**config.mk**
```make
export PLATFORM = sky130hd
export DESIGN_NAME = mod_counter_flat
export DESIGN_NICKNAME = d
export VERILOG_FILES = /design/src/rtl/mod_counter_if.sv /design/src/rtl/mod_counter.sv /design/src/flat_wrapper.sv
export SDC_FILE = /design/constraint.sdc
export NUM_CORES = 1
export LEC_CHECK = 0
export CORE_AREA = 2 2 39 41
export DETAILED_ROUTE_END_ITERATION = 10
export DIE_AREA = 0 0 41 43
export PLACE_DENSITY = 0.71
export SLEW_MARGIN = 0
export SYNTH_ARGS = -nofsm -noshare
export SYNTH_HDL_FRONTEND = slang
export SYNTH_SLANG_ARGS = --single-unit
export TNS_END_PERCENT = 5
```
**constraint.sdc**
```tcl
create_clock -name clk -period 1.75 [get_ports clk]
set_clock_uncertainty 0.05 [all_clocks]
set_input_delay 0.2625 -clock clk [delete_from_list [all_inputs] [get_ports clk]]
set_output_delay 0.2625 -clock clk [all_outputs]
set_load 0.01 [all_outputs]
```
**src/rtl/mod_counter_if.sv**
```systemverilog
// Count bus for mod_counter: the registered count value and its terminal-count decode.
// The counter drives the master side; consumers (dividers, slot logic) take the slave side.
interface mod_counter_if #(
    parameter int N = 10
);
    logic [N-1:0] mod_cntr;
    logic         tc;

    modport master (
        output mod_cntr,
        output tc
    );

    modport slave (
        input mod_cntr,
        input tc
    );
endinterface

```
**src/rtl/mod_counter.sv**
```systemverilog
// Free-running modulo-N counter with terminal-count decode.
// Reset asserts asynchronously; its release passes through a 2-flop synchroniser.
module mod_counter #(
    parameter int N = 10
) (
    input  logic          clk,
    input  logic          rst,
    mod_counter_if.master bus
);

    localparam logic [N-1:0] LAST = N'(N - 1);
    localparam logic [N-1:0] ONE  = N'(1);
    localparam logic [N-1:0] ZERO = '0;

    if (N < 2) begin : g_bad_n
        $fatal(1, "mod_counter: N must be at least 2");
    end

    logic [1:0]   rel_sync_q;
    logic [1:0]   rel_sync_d;
    logic         run;
    logic [N-1:0] cnt_q;
    logic [N-1:0] cnt_d;

    // Release synchroniser: shifts in ones once rst goes high; cleared instantly by rst low.
    always_comb begin
        rel_sync_d = {rel_sync_q[0], 1'b1};
    end

    always_ff @(posedge clk or negedge rst) begin
        if (!rst) begin
            rel_sync_q <= 2'b00;
        end else begin
            rel_sync_q <= rel_sync_d;
        end
    end

    assign run = rel_sync_q[1];

    // Anything at or past N-1 (including unreachable upset values) wraps to zero.
    always_comb begin
        cnt_d = cnt_q;
        if (run) begin
            if (cnt_q >= LAST) begin
                cnt_d = ZERO;
            end else begin
                cnt_d = cnt_q + ONE;
            end
        end
    end

    always_ff @(posedge clk or negedge rst) begin
        if (!rst) begin
            cnt_q <= ZERO;
        end else begin
            cnt_q <= cnt_d;
        end
    end

    assign bus.mod_cntr = cnt_q;
    assign bus.tc       = (cnt_q == LAST);

endmodule

```
**src/flat_wrapper.sv**
```systemverilog
// flat-port wrapper written by rule: the top's interface ports become plain ports
module mod_counter_flat 
#(
    parameter int N = 10
)
  (clk, rst, bus_mod_cntr, bus_tc);
  mod_counter_if #(.N(N)) bus_i ();
  input  logic clk;
  input  logic rst;
  output wire logic [$bits(bus_i.mod_cntr)-1:0] bus_mod_cntr;
  output wire logic [$bits(bus_i.tc)-1:0] bus_tc;
  assign bus_mod_cntr = bus_i.mod_cntr;
  assign bus_tc = bus_i.tc;
  mod_counter #(.N(N)) u_core (.clk(clk), .rst(rst), .bus(bus_i));
endmodule
```
Yosys cells after proc, flatten, opt, wreduce, memory -nomap -nowiden --
Cells that the tools add are included.
Storage, ports and cells: register bits 12, logic and storage cells 6, output and inout port bits 11, input port bits 2
Operators by class: muxes and demuxes 1, equality and inequality tests 1, $lt $le $gt $ge 1, add/sub/neg operators 1
Operator list (count):
- $add A10 B1 Y10 const B | 1
- $eq A10 B4 Y1 const B | 1
- $ge A10 B4 Y1 const B | 1
- $mux W10 | 1

Longest topological paths before layout --
depth after elaboration 2, mapped depth 6, depth with buffers taken out 6

Worst setup path before layout --
OpenSTA, ideal clock, no wires.
kind reg-to-output, start point register u_core.cnt_q[8], in the netlist u_core.bus.mod_cntr[8], end point output port bus_tc, data required time 1437 ps, arrival 1333 ps, cell stages (with the launch flop) 4, path buffers 0, setup slack 105 ps, cells stage by stage dfrtp_1 nor4_4 nand2_2 nor4b_1
On the way: longest elaborated chain between the ends 1
Ends and longest elaborated chain:
- from (decl) | line mod_counter.sv:22 | logic [N-1:0] cnt_q;
- from (signal assigned) | line mod_counter.sv:56 | cnt_q <= cnt_d;
- $eq A10 B4 Y1 | line mod_counter.sv:61 | assign bus.tc = (cnt_q == LAST);
- to (decl) | line flat_wrapper.sv:11 | output wire logic [$bits(bus_i.tc)-1:0] bus_tc;
Every way passes these cells.

Worst setup path in the final report --
Same ends and word-level chain as after synthesis.

==> flow_summary_export.csv <==
group,metric,value,unit
finish,drive_above_1_share,29.4,%
power_and_ir_drop,ir_drop,0.790,mV
grt,antenna_found_initial,0,
yosys,synth_edf_count,0,
timing,worst_slack,-0.0323,ns
route,vias,504,
grt,grt_pass1_vias,510,
grt,grt_overflow,0,
route,detail_route.vias_per_cell,4.99,
floorplan,die_w,41,µm
status,outcome,"complete, but fails checks",
power_and_ir_drop,power.density,1330,nW/µm²
route,antenna_left,0,
floorplan,io_pins,13,
place,place.port_buffers,12,
timing,slew_headroom,64.8,%
worst_setup_path,critPathCaptureType,"primary output",
finish,layout.nets,91,
yosys,synthesis.nets,60,
finish,area_growth,50.1,%
timing,rsz0062_at_grt,"yes",
timing,finalMaxSlewViolations,0,
worst_setup_path,arrival,1.47,ns
floorplan,core-area,1380,µm²
route,wire_per_inst,12.3,µm
timing,fin_crit_sh,102,%
floorplan,die_area,1760,µm²
run,max_cap_viol_count,0,
clock_network,tritoncts,"built",
power_and_ir_drop,power.total,1.16,mW
yosys,synth-seq-cells,12,
place,place_area,825,µm²
yosys,ys_async_sr_fraction,100,%
yosys,avgSynthCellArea,10.6,µm²
place,dp.cells,96,
finish,final_cell_area,877,µm²
route,drc,0,
yosys,synth_flop_cell,"dfrtp_1",
clock_network,clock_sinks,12,
yosys,synth_area,584,µm²
power_and_ir_drop,leakagePower,0.421,nW
min_path,hp-class,"input pin to async pin",
worst_setup_path,worst_ep_required_time,1.44,ns
worst_setup_path,setup.worst_path.class,"flop to primary output",
place,dp_hpwl,961,µm
timing,hold_viol_final,0,
place,place.gp.congestion,0.738,
finish,multiInputGateArea,278,µm²
yosys,synth_cell_types,26,
finish,antenna_cells,0,
timing,worst_slew_pin_slew,0.526,ns
place,pre_cts_ws,-0.252,ns
floorplan,start_util,42.2,%
clock_network,h-tree-depth,1,
grt,grtUsageTotal,18.9,%
clock_network,ctsHoldBuffers,0,
grt,grt_pass1_wl,2.08,mm
clock_network,cts.path.max_buffers,2,
clock_network,cts_root_buffer,"clkbuf_4",
route,dr.pass1.iters,4,
timing,max_freq,0.561,GHz
worst_setup_path,worst-path-max-fanout,2,
floorplan,die_y,43,µm
clock_network,cts_buffers,3,
finish,seq_area,300,µm²
timing,post-route-min-period,1.78,ns
yosys,synth_cells,55,
grt,grt_max_degree,13,
clock_network,clk_latency,0.28,ns
yosys,ys_seq_area_share,51.4,%
finish,postLayoutCoreUtil,63.4,%
clock_network,clk_pin_slew_worst_paths,0.07,ns
route,finalWirelength,1.25,mm
yosys,ys_warn_count,0,
route,drt_iter0_markers,6,
status,violations,"setup timing",
finish,final_cells,101,
finish,fillers,113,
timing,finalSetupViolCount,1,
worst_setup_path,start_kind,"flop",
floorplan,num_rows,14,
-- cells in the mapped netlist, types with 2 or more instances --
cell / count / share of area (%)
dfrtp_1: 12 / 51
nor2_1: 7 / 4.5
inv_1: 4 / 2.6
ha_1: 3 / 6.4
o22ai_1: 3 / 3.2
a31oi_1: 2 / 2.1
a41oi_1: 2 / 3.0
and4_1: 2 / 3.0
nand2_1: 2 / 1.3
nand2b_1: 2 / 2.1
-- stage by stage --
stage	TNS, ns	hold slack [ns]
6_report	-0.0323	0.276
5_1_grt	-0.140	0.314
4_1_cts	-0.113	0.297
3_5_place_dp	-0.252	0.290
3_3_place_gp	-0.217	0.283
2_1_floorplan	0	-0.0831
-- flip-flops by register name (all words and copies together), names as in the netlist --
| signal | count |
|---|---|
| u_core.bus.mod_cntr | 10 |
| u_core.rel_sync_q | 2 |
-- cell usage in the layout, fill, tap and decap left out, types with 2 or more instances in the layout --
master	instances
a31oi_1	2
nor2_1	7
and4_1	2
ha_1	3
nand2_1	2
nand2b_1	2
o22ai_1	3
clkbuf_4	3
buf_4	15
a41oi_1	2
inv_1	4
clkdlybuf4s50_1	11
dfrtp_1	12
-- report_power, final --
group	internal (mW)	switching (mW)	leakage (nW)
combinational	0.316	0.268	0.244
sequential	0.328	0.0312	0.156
clock	0.127	0.0940	0.0210
-- metal layers --
metal / part of all wire [%] / up-vias / track usage (%)
met5: 0 / - / 0
met4: 1.4 / 0 / 8.00
met3: 5.0 / 3 / 11.0
met2: 52 / 10 / 28.1
met1: 42 / 236 / 21.2
li1: - / 255 / -
-- cells by family after synthesis --
logic type,synth area share [%]
adder cells (fa/ha/maj),6.42
other,0.642
buffers and inverters,3.42
XOR/XNOR,1.50
AND/OR/NAND/NOR,23.8
flip-flops,51.4
AO/OA/AOI/OAI,12.8
-- final cells by class --
cell class,instances,share of cell area [%]
well taps,16,2.28
clock buffers,4,4.14
flip-flops and latches,12,34.2
repair buffers,27,26.0
inverters,4,1.71
multi-input cells,38,31.7
-- worst max-delay path, stage by stage, from the launching register on --
cell,delay (ns)
dfrtp_1,0.41
nor4_4,0.32
nand2_2,0.09
nor4b_2,0.20
buf_2,0.17
-- final timing paths --
| kind | cells past startpoint | slack, ns | startpoint | end |
|---|---|---|---|---|
| worst max-delay path | 4 | -0.03 | u_core.bus.mod_cntr[8] | bus_tc |
| min in group clk | 0 | 0.30 | u_core.rel_sync_q[0] | u_core.rel_sync_q[1] |
| worst min register to register | 0 | 0.30 | u_core.rel_sync_q[0] | u_core.rel_sync_q[1] |
| worst max register to register | 6 | 0.12 | u_core.bus.mod_cntr[8] | u_core.bus.mod_cntr[3] |
| max in group asynchronous | 1 | 1.02 | rst | u_core.bus.mod_cntr[4] |
| worst min-delay path | 1 | 0.28 | rst | u_core.bus.mod_cntr[7] |
-- repair_timing --
action | 4_1_cts | 5_1_grt
setup endpoints to repair | 1 | 6
buffers inserted | 1 | 0
gates resized for setup | 6 | 2
pin swaps | 2 | 2
endpoints found under the hold margin | 0 | 0
Note: power is estimated with default switching activity, not from simulation.
